### src/rtl/fwd_stall_ctrl_pkg.sv
// Shared types and constants for the forwarding / load-use stall controller.
package fwd_stall_ctrl_pkg;

  // Register x31 reads as zero, so it never creates a dependency.
  localparam logic [4:0] XZR = 5'd31;

  // One shadow pipeline entry.
  typedef struct packed {
    logic       valid;
    logic [4:0] rd;
    logic       reg_write;
    logic       mem_read;
  } stage_t;

  // Operand source select.
  typedef enum logic [1:0] {
    FWD_RF  = 2'b00,
    FWD_EX  = 2'b01,
    FWD_MEM = 2'b10
  } fwd_sel_t;

  // Stall sequencer states.
  typedef enum logic {
    ST_RUN   = 1'b0,
    ST_STALL = 1'b1
  } state_t;

endpackage

### src/rtl/fwd_stall_ctrl_cmp.sv
// 5-bit equality cell used for register-number comparisons.
module comparator_5 (
  input  logic [4:0] a,
  input  logic [4:0] b,
  output logic       eq
);

  assign eq = (a == b);

endmodule

### src/rtl/fwd_stall_ctrl.sv
// Forwarding select and load-use stall control for a 5-stage pipeline.
// Tracks EX and MEM destination info in a small shadow pipeline.
module fwd_stall_ctrl
  import fwd_stall_ctrl_pkg::*;
(
  input  logic        clk,
  input  logic        rst_n,
  input  logic        id_valid,
  input  logic [4:0]  id_rn,
  input  logic [4:0]  id_rm,
  input  logic [4:0]  id_rd,
  input  logic        id_reg_write,
  input  logic        id_mem_read,
  input  logic        flush,
  output logic        stall,
  output logic        id_ready,
  output logic [1:0]  fwd_a,
  output logic [1:0]  fwd_b,
  output logic [15:0] stall_cnt
);

  stage_t     ex_q;
  stage_t     mem_q;
  state_t     state_q;
  state_t     state_d;
  logic [15:0] stall_cnt_q;

  logic rn_eq_ex;
  logic rm_eq_ex;
  logic rn_eq_mem;
  logic rm_eq_mem;

  logic rn_match_ex;
  logic rm_match_ex;
  logic rn_match_mem;
  logic rm_match_mem;
  logic hazard;

  fwd_sel_t fwd_a_sel;
  fwd_sel_t fwd_b_sel;

  comparator_5 u_cmp_rn_ex  (.a(id_rn), .b(ex_q.rd),  .eq(rn_eq_ex));
  comparator_5 u_cmp_rm_ex  (.a(id_rm), .b(ex_q.rd),  .eq(rm_eq_ex));
  comparator_5 u_cmp_rn_mem (.a(id_rn), .b(mem_q.rd), .eq(rn_eq_mem));
  comparator_5 u_cmp_rm_mem (.a(id_rm), .b(mem_q.rd), .eq(rm_eq_mem));

  // A source matches an entry only if that entry will write a real register.
  always_comb begin
    rn_match_ex  = ex_q.valid  && ex_q.reg_write  && rn_eq_ex  && (id_rn != XZR);
    rm_match_ex  = ex_q.valid  && ex_q.reg_write  && rm_eq_ex  && (id_rm != XZR);
    rn_match_mem = mem_q.valid && mem_q.reg_write && rn_eq_mem && (id_rn != XZR);
    rm_match_mem = mem_q.valid && mem_q.reg_write && rm_eq_mem && (id_rm != XZR);
  end

  // Operand source selection; EX wins over MEM, loads in EX cannot forward yet.
  always_comb begin
    fwd_a_sel = FWD_RF;
    fwd_b_sel = FWD_RF;
    if (id_valid) begin
      if (rn_match_ex && !ex_q.mem_read) fwd_a_sel = FWD_EX;
      else if (rn_match_mem)             fwd_a_sel = FWD_MEM;
      if (rm_match_ex && !ex_q.mem_read) fwd_b_sel = FWD_EX;
      else if (rm_match_mem)             fwd_b_sel = FWD_MEM;
    end
  end

  assign fwd_a = fwd_a_sel;
  assign fwd_b = fwd_b_sel;

  // Stall decision and next state; a flush overrides any hazard.
  always_comb begin
    hazard  = 1'b0;
    stall   = 1'b0;
    state_d = ST_RUN;
    if (state_q == ST_RUN) begin
      hazard = id_valid && ex_q.mem_read && (rn_match_ex || rm_match_ex);
      stall  = hazard && !flush;
      if (stall) state_d = ST_STALL;
    end
  end

  assign id_ready  = ~stall;
  assign stall_cnt = stall_cnt_q;

  // Stall sequencer state register.
  always_ff @(posedge clk or negedge rst_n) begin
    if (!rst_n) state_q <= ST_RUN;
    else        state_q <= state_d;
  end

  // Shadow pipeline advance; a bubble enters EX when stalled, flushed or idle.
  always_ff @(posedge clk or negedge rst_n) begin
    if (!rst_n) begin
      ex_q  <= '0;
      mem_q <= '0;
    end else begin
      mem_q <= ex_q;
      if (id_valid && !stall && !flush) begin
        ex_q.valid     <= 1'b1;
        ex_q.rd        <= id_rd;
        ex_q.reg_write <= id_reg_write;
        ex_q.mem_read  <= id_mem_read;
      end else begin
        ex_q <= '0;
      end
    end
  end

  // Saturating count of load-use stall cycles.
  always_ff @(posedge clk or negedge rst_n) begin
    if (!rst_n)                              stall_cnt_q <= '0;
    else if (stall && stall_cnt_q != 16'hFFFF) stall_cnt_q <= stall_cnt_q + 16'd1;
  end

endmodule

### config.mk
export PLATFORM = sky130hd
export DESIGN_NAME = fwd_stall_ctrl
export DESIGN_NICKNAME = d
export VERILOG_FILES = /design/src/rtl/fwd_stall_ctrl_pkg.sv /design/src/rtl/fwd_stall_ctrl_cmp.sv /design/src/rtl/fwd_stall_ctrl.sv
export SDC_FILE = /design/constraint.sdc
export NUM_CORES = 1
export LEC_CHECK = 0
export CAP_MARGIN = 0
export CORE_MARGIN = 3
export CORE_UTILIZATION = 45
export DETAILED_ROUTE_END_ITERATION = 16
export PLACE_DENSITY_LB_ADDON = 0.3
export REMOVE_ABC_BUFFERS = 1
export SETUP_SLACK_MARGIN = 0.02
export SLEW_MARGIN = 20
export SYNTH_ARGS = -nofsm -noshare
export SYNTH_HDL_FRONTEND = slang
export SYNTH_HIERARCHICAL = 1
export SYNTH_SLANG_ARGS = --single-unit
### constraint.sdc
create_clock -name clk -period 2.56 [get_ports clk]
set_input_delay 0.256 -clock clk [delete_from_list [all_inputs] [get_ports clk]]
set_output_delay 0.256 -clock clk [all_outputs]
set_load 0.03 [all_outputs]
## Word level (Yosys, flattened, before mapping)

Cells that the tools add are included.
Widths: inputs -> output; s select.

| storage, ports and cells | value |
|---|---|
| register bits after elaboration | 32 |

| operators by class | value |
|---|---|
| add/subtract/negate cells | 1 |
| bitwise gates (word level) | 1 |
| muxes and demuxes | 10 |
| reductions and logical operators | 22 |
| eq/ne operators | 7 |

Operators by type and width:

| cell | count |
|---|---|
| $eq 5x5->1 | 4 |
| $logic_and 1x1->1 | 18 |
| $add 16x1->16 const B | 1 |
| $ne 16x16->1 const B | 1 |
| $mux 2 | 6 |
| $ne 5x5->1 const B | 2 |
| $mux 8 | 1 |
| $logic_not 1->1 | 3 |
| $mux 1 | 3 |
| $logic_or 1x1->1 | 1 |
| $not 1->1 | 1 |

## Logic depth before layout (Yosys ltp)

Gate-level depths: netlist of the first run.

| depth | value |
|---|---|
| word-level depth | 11 |
| depth in mapped cells | 8 |
| gate-level depth less buffers | 8 |

## Hierarchy

The synthesis of the first run kept the hierarchy.

Modules (own cells, without submodules):

| module | area each (um^2) | instances | cells an instance | sequential area each (um^2) |
|---|---|---|---|---|
| fwd_stall_ctrl | 1366.3 | 1 | 114 | 800.8 |
| comparator_5 | 58.8 | 4 | 7 | 0.0 |

## Least setup slack after synthesis of the first run

OpenSTA, ideal clock, no wires.

| timing path | value |
|---|---|
| path kind | register to register |
| from | register ex_q[3] (netlist name) |
| to | register stall_cnt_q[12] (netlist: stall_cnt[12]) |
| stages on the path, launching flop included | 9 |
| setup time | 0.125 ns |
| setup slack | 0.446 ns |
| clock period less this slack | 2.114 ns |
| path buffers | 0 |
| required time | 2.435 ns |
| data arrival time | 1.989 ns |
| cell sequence | dfrtp_1 -> xnor2_1 -> nand3_1 -> nor3_2 -> o21ai_0 -> a21o_2 -> inv_1 -> and3_1 -> mux2_2 |

| on the way | value |
|---|---|
| longest elaborated chain between the ends | 8 |
| elaborated cells on any way between the ends | 11 |

RTL lines:

| item | RTL line | source |
|---|---|---|
| start, declared | fwd_stall_ctrl.sv:22 | `stage_t ex_q;` |
| $eq 5x5->1 | fwd_stall_ctrl_cmp.sv:8 | `assign eq = (a == b);` |
| named net rn_eq_ex | fwd_stall_ctrl.sv:28 | `logic rn_eq_ex;` |
| $logic_and 1x1->1 (2 in series) | fwd_stall_ctrl.sv:49 | `rn_match_ex = ex_q.valid && ex_q.reg_write && rn_eq_ex && (id_rn != XZR);` |
| $logic_or 1x1->1 | fwd_stall_ctrl.sv:76 | `hazard = id_valid && ex_q.mem_read && (rn_match_ex \|\| rm_match_ex);` |
| $logic_and 1x1->1 | fwd_stall_ctrl.sv:76 |  |
| $logic_and 1x1->1 | fwd_stall_ctrl.sv:77 | `stall = hazard && !flush;` |
| $mux 1 | fwd_stall_ctrl.sv:75 | `if (state_q == ST_RUN) begin` |
| named net stall | fwd_stall_ctrl.sv:15 | `output logic stall,` |
| $logic_and 1x1->1 | fwd_stall_ctrl.sv:112 | `else if (stall && stall_cnt_q != 16'hFFFF) stall_cnt_q <= stall_cnt_q + 16'd1;` |
| end signal, assigned | fwd_stall_ctrl.sv:112 |  |
| end, declared | fwd_stall_ctrl.sv:26 | `logic [15:0] stall_cnt_q;` |

The timed path passes the listed nets, and every way through them passes these cells.
A chain may end at the register's enable or synchronous reset.

## Worst setup path in the final report of the first run

| timing path | value |
|---|---|
| from | input port id_rn[1] |
| to | output port stall |

| on the way | value |
|---|---|
| longest elaborated chain between the ends | 7 |
| elaborated cells on any way between the ends | 8 |

RTL lines:

| item | RTL line | source |
|---|---|---|
| start, declared | fwd_stall_ctrl.sv:9 | `input logic [4:0] id_rn,` |
| $eq 5x5->1 | fwd_stall_ctrl_cmp.sv:8 |  |
| named net rn_eq_ex | fwd_stall_ctrl.sv:28 |  |
| $logic_and 1x1->1 (2 in series) | fwd_stall_ctrl.sv:49 |  |
| $logic_or 1x1->1 | fwd_stall_ctrl.sv:76 |  |
| $logic_and 1x1->1 | fwd_stall_ctrl.sv:76 |  |
| $logic_and 1x1->1 | fwd_stall_ctrl.sv:77 |  |
| $mux 1 | fwd_stall_ctrl.sv:75 |  |
| end, declared | fwd_stall_ctrl.sv:15 |  |

The timed path passes the listed nets, and every way through them passes these cells.

==> flow_metrics.env, run 1 <==
export IMPL_synth_top_cell_area_share_pct=50.00
export IMPL_synth_most_common_cell="dfrtp_1"
export IMPL_dieArea_mm2=0.004311
export IMPL_cts_tree="done"
export IMPL_max_freq_mhz=409.2
export IMPL_yosysTopAreaCell="dfrtp_1"
export IMPL_setup_viol=0
export IMPL_startpoint_type="primary input"
export IMPL_cts_sinks=32
export IMPL_synth_edf_count=0
export IMPL_drtAntennaViolNets=0
export IMPL_syn_area_mm2=0.001602
export IMPL_synth_cells=142
export IMPL_grt_max_degree=33
export IMPL_antenna_found_initial=0
export IMPL_crit_fanout=3
export IMPL_ys_top_cells_by_area="dfrtp_1, xnor2_1, xor2_1, nand3_1, and3_2"
export IMPL_core_area_mm2=0.003390
export IMPL_max_stage_delay_ps=580
export IMPL_syn_to_final_growth_pct=36.25
export IMPL_cts_max_level=2
export IMPL_hp_class="in -> async"
export IMPL_start_util_pct=47.25
export IMPL_tightest_slew_ps=404.9
export IMPL_fp_dieH_um=65.66
export IMPL_power_leakage_nw=0.9810
export IMPL_wl_per_cell_um=14.80
export IMPL_hold_viol=0
export IMPL_io_buffers=42
export IMPL_netlist_top_cells_count="dfrtp_1, xnor2_1, nand3_1, nand2_1, xor2_1"
export IMPL_path_class="in -> out"
export IMPL_clock_latency_ps=330
export IMPL_skew_ps=3.121
export IMPL_synth_warnings=6
export IMPL_gp_congestion=0.8305
export IMPL_grt_usage_pct=18.52
export IMPL_io_pins=43
export IMPL_clkTransAtPathRegs_ps=100
export IMPL_cp_common_cell="buf_4"
export IMPL_tns_ps=0
export IMPL_cts_hold_buf=0
export IMPL_ys_types=29
export IMPL_dp_hpwl_um=2652
export IMPL_run_status="completed"
export IMPL_fillers=272
export IMPL_die_w_um=65.66
export IMPL_drt_iter0_markers=38
export IMPL_p_per_area_mw_per_mm2=422.1
export IMPL_place_area_mm2=0.002115
export IMPL_final_period_utilization_pct=95.47
export IMPL_crit_chain="clkdlybuf4s50_1 -> xnor2_2 -> nand3_1 -> nor3_2 -> o21ai_2 -> a21o_2 -> buf_4 -> inv_1 -> buf_4 -> buf_4"
export IMPL_layout_nets=218
export IMPL_cts_root_buf="clkbuf_4"
export IMPL_vias_per_cell=5.144
export IMPL_grt_overflow=0
export IMPL_row_count=21
export IMPL_multi_input_area_um2=785.8
export IMPL_drive_gt1_share_pct=20.30
export IMPL_finalCriticalPeriod_ps=2444
export IMPL_cts_buffers=5
export IMPL_async_flop_share_pct=100.0
export IMPL_diodes=0
export IMPL_grt_pass1_vias=1325
export IMPL_drc=0
export IMPL_drv_cap=0
export IMPL_vias=1250
export IMPL_grt_pass1_wl_um=6141
export IMPL_critPathSlowestCell="clkdlybuf4s50_1"
export IMPL_clockBufferDepth=2
export IMPL_critPathCaptureType="output port"
export IMPL_synth_flop_cell="dfrtp_1"
export IMPL_arrival_ps=2190
export IMPL_synth_seq_cells=32
export IMPL_final_area_mm2=0.002182
export IMPL_relSlewSlack_pct=73.01
export IMPL_seqCellArea_um2=802.0
export IMPL_wirelength_um=3597
export IMPL_avgSynthCellArea_um2=11.28
export IMPL_seq_area_frac_synth_pct=50.00
export IMPL_cp_required_ps=2300
export IMPL_ir_drop_uv=319.9
export IMPL_slew_violations=0
export IMPL_first_pass_iters=4
-- cell families (layout without fill, tap and decap cells) --
logic type / count (synthesis) / after routing / share of synthesized area, %
and+or+nand+nor: 61 / 61 / 24.45
xor gates and xnor gates: 32 / 32 / 17.50
DFF: 32 / 32 / 50.00
AOI/OAI and AO/OA: 8 / 8 / 3.515
buffers and inverters: 5 / 60 / 1.640
muxes: 3 / 3 / 2.109
adders and majority gates: 1 / 1 / 0.7811
-- power breakdown --
part / internal [W] / switching, W
registers: 0.000515 / 0.00000875
clock network: 0.000131 / 0.000169
logic: 0.0000535 / 0.0000442
-- registers in the layout, summed over array words and instances, names as in the netlist --
name,flops
ex_q,8
mem_q,7
stall_cnt,16
state_q,1
-- per-stage QoR --
| step | cells | setup slack [ps] | total power (W) | hold WS (ps) | util (%) |
|---|---|---|---|---|---|
| global route | 243 | -39.92 | 0.0009659 | 312.9 | 64.38 |
| detailed placement | 235 | -10.02 | 0.0006286 | 360.6 | 62.38 |
| floorplan | 140 | 308.5 | 0.0005699 | -39.59 | - |
| finish | 243 | 116.1 | 0.0009210 | 306.0 | 64.38 |
| global placement | 235 | -27.64 | 0.0006250 | 363.7 | 62.38 |
| CTS | 243 | 107.1 | 0.0009349 | 303.0 | 64.01 |
-- worst max-delay path, delay by kind of cell --
kind                      cells  cell delay, ps
buffers and inverters         5            1050
AOI/OAI and AO/OA             2             350
and+or+nand+nor               2             390
xor gates and xnor gates      1             150
-- cell usage in the layout, fill, tap and decap left out, types with 2 or more instances in the layout --
cell type / instances
clkbuf_4: 5
inv_1: 3
and3_1: 4
nand2_1: 9
nor2_1: 7
nand4_2: 2
clkinv_2: 2
a211oi_1: 2
nand4_1: 7
mux2_2: 3
a21oi_1: 2
xnor2_1: 22
buf_4: 8
clkdlybuf4s50_1: 36
nor3_2: 4
dfrtp_1: 31
xor2_1: 9
dlygate4sd2_1: 5
nand3_1: 13
and3_2: 7
-- worst paths after layout --
path | start | to | slack (ps) | cells after the start
max | id_rn[1] | stall | 120 | 10
min | rst_n | mem_q[4] | 310 | 2
max reg2reg | ex_q[3] | stall_cnt[12] | 380 | 9
min reg2reg | ex_q[7] | mem_q[7] | 380 | 0
max in group asynchronous | rst_n | ex_q[3] | 1940 | 2
min in group clk | ex_q[7] | mem_q[7] | 380 | 0
-- metal layers --
metal / vias up / GRT usage [%] / wire [um]
met2: 43 / 28.91 / 1819
met5: - / 0 / 0
met3: 8 / 5.983 / 246
li1: 600 / - / -
met1: 599 / 23.36 / 1441
met4: 0 / 8.031 / 89
-- layout make-up --
class,count,share of cell area [%]
Multi-Input combinational cell,105,36.01
Clock buffer,6,2.351
Tap cell,46,2.638
Clock inverter,2,0.4587
Inverter,3,0.5161
Timing Repair Buffer,49,21.27
Sequential cell,32,36.75
-- what timing repair did --
item,4_1_cts,5_1_grt
endpoints found under the hold margin,0,0
endpoints found under the setup margin,5,1
setup buffers,0,0
gates resized for setup,5,5
pin swaps,0,0
Power figures use the tool's default switching activity.
==> inputs of run 2 (changes only) <==
DONT_BUFFER_PORTS = 1   (was unset)
SYNTH_HIERARCHICAL = unset   (was 1)
==> flow_metrics.env, run 2 <==
export IMPL_run_status="completed"
export IMPL_path_class="reg -> out"
export IMPL_mostFrequentLayoutCell="dfrtp_1"
export IMPL_critPathSlowestCell="dfrtp_1"
export IMPL_cp_required_ps=2300
export IMPL_largest_reg_flops=16
export IMPL_grt_usage_pct=18.14
export IMPL_grt_pass1_vias=1284
export IMPL_path_depth=7
export IMPL_fillers=299
export IMPL_synth_seq_cells=32
export IMPL_synth_flop_cell="dfrtp_1"
export IMPL_p_per_area_mw_per_mm2=502.0
export IMPL_first_pass_iters=5
export IMPL_drtAntennaViolNets=0
export IMPL_power_leakage_nw=0.9005
export IMPL_cts_setup_buffers=0
export IMPL_synth_warnings=0
export IMPL_final_period_utilization_pct=87.46
export IMPL_cts_root_buf="clkbuf_8"
export IMPL_async_flop_share_pct=100.0
export IMPL_critPathCaptureType="output port"
export IMPL_max_freq_mhz=446.6
export IMPL_slew_violations=0
export IMPL_ys_top_cells_by_area="dfrtp_1, xor2_1, nand3_1, and2_1, nor2_1"
export IMPL_diodes=0
export IMPL_relSlewSlack_pct=48.26
export IMPL_row_count=21
export IMPL_syn_area_mm2=0.001702
export IMPL_drc=0
export IMPL_drive_gt1_share_pct=17.68
export IMPL_clock_latency_ps=290
export IMPL_finalCriticalPeriod_ps=2239
export IMPL_wl_per_cell_um=16.21
export IMPL_yosysTopAreaCell="dfrtp_1"
export IMPL_cp_common_cell="buf_4"
export IMPL_ys_types=33
export IMPL_fin_hold_ws_ps=93.99
export IMPL_wirelength_um=3679
export IMPL_critical_path_top_delay_family="simple AND/OR/NAND/NOR gates"
export IMPL_setup_viol=0
export IMPL_hold_viol=0
export IMPL_drt_iter0_markers=81
export IMPL_finalPower_w=0.0009747
export IMPL_dieArea_mm2=0.004556
export IMPL_r2r_cells=5
export IMPL_crit_fanout=3
export IMPL_cts_max_level=2
export IMPL_fp_dieH_um=67.50
export IMPL_crit_chain="xor2_1 -> nor4_1 -> nand3_1 -> a21oi_1 -> buf_4 -> inv_1 -> buf_4"
export IMPL_drv_cap=0
export IMPL_grt_setup_unrepaired="false"
export IMPL_cts_sinks=32
export IMPL_io_buffers=0
export IMPL_max_stage_delay_ps=410
export IMPL_arrival_ps=1980
export IMPL_ctsResizeCount=0
export IMPL_gp_congestion=0.9282
export IMPL_vias_per_cell=5.634
export IMPL_vias=1279
export IMPL_grt_max_degree=33
export IMPL_hp_class="in -> reg"
export IMPL_syn_to_final_growth_pct=14.12
export IMPL_layout_nets=202
export IMPL_synth_top_cell_area_share_pct=47.06
export IMPL_holdPathStages=1
export IMPL_clkTransAtPathRegs_ps=70
export IMPL_seq_area_frac_synth_pct=47.06
export IMPL_synth_edf_count=0
export IMPL_synth_most_common_cell="dfrtp_1"
export IMPL_skew_ps=6.876
export IMPL_layout_common_cells="dfrtp_1, xor2_1, nor2_1"
export IMPL_tns_ps=0
export IMPL_ir_drop_uv=295.4
export IMPL_cts_tree="done"
export IMPL_final_core_util_pct=55.57
export IMPL_startpoint_type="flip-flop"
export IMPL_grt_overflow=0
export IMPL_grt_pass1_wl_um=6072
export IMPL_die_w_um=67.50
export IMPL_cts_buffers=5
export IMPL_path_buf_inv=3
export IMPL_netlist_top_cells_count="dfrtp_1, xor2_1, nor2_1, nand3_1, nand2_1"
export IMPL_avgSynthCellArea_um2=10.44
export IMPL_core_area_mm2=0.003495
export IMPL_synth_cells=163
export IMPL_tightest_slew_ps=776.1
export IMPL_antenna_found_initial=0
export IMPL_io_pins=43
export IMPL_dp_hpwl_um=2772
export IMPL_start_util_pct=48.69
export IMPL_clockBufferDepth=2
run 2: cell types whose count changed in the layout (fill, tap and decap cells not counted), sizes merged, moves of 2 or more:
cell,change
clkdlybuf4s50,-36
nor4,+12
xor2,+22
buf,+3
clkinvlp,+2
and3,-9
dlygate4sd2,-5
nor3,+3
nand2,+2
nand4,-5
nor2,+9
and2,+8
or3,+3
xnor2,-22
run 2: kinds of logic after synthesis:
family | synth area share [%]
simple gates | 28.46
xor+xnor | 16.47
flops | 47.06
compound gates | 3.088
buf+inv | 1.323
mux | 2.867
fa+ha+maj | 0.7352
run 2: what timing repair did:
| action | CTS | global route |
|---|---|---|
| endpoints found under the setup margin | 0 | 0 |
| hold endpoints to repair | 32 | 0 |
| hold buffers | 2 | 0 |
run 2: per-stage QoR:
| step | std cells | instance area [um^2] | setup slack [ps] |
|---|---|---|---|
| floorplan | 161 | 1687 | 390.1 |
| global placement | 217 | 1819 | 533.4 |
| detailed placement | 217 | 1819 | 456.6 |
| CTS | 227 | 1942 | 317.8 |
| global route | 227 | 1942 | 139.1 |
| finish | 227 | 1942 | 321.1 |
run 2: layout make-up:
type | instances | area, um^2 | area share (%)
Inverter | 2 | 7.507 | 0.3866
Tap cell | 46 | 57.56 | 2.964
Clock buffer | 5 | 68.82 | 3.544
Multi-Input combinational cell | 127 | 878.3 | 45.23
Timing Repair Buffer | 12 | 105.1 | 5.412
Clock inverter | 3 | 23.77 | 1.224
Sequential cell | 32 | 800.8 | 41.24
run 2: worst paths after layout:
kind / from / end / slack [ps]
worst max-delay path: ex_q[5] / id_ready / 320
worst max register to register: stall_cnt[6] / stall_cnt[1] / 450
min in group asynchronous: rst_n / mem_q[6] / 400
worst min register to register: ex_q[7] / mem_q[7] / 370
worst min-delay path: id_rd[2] / ex_q[4] / 90
max in group asynchronous: rst_n / stall_cnt[15] / 1990
run 2: per-layer routing:
metal,vias to the layer above,wire length [um],track usage (%)
met5,-,0,0
met4,0,65,8.608
met3,8,333,7.654
met2,65,1680,26.85
met1,599,1599,22.71
li1,607,-,-
run 2: report_power, final:
part	internal, W	switching, W
registers	0.000515	0.00000838
clock network	0.000192	0.000200
logic	0.0000254	0.0000335
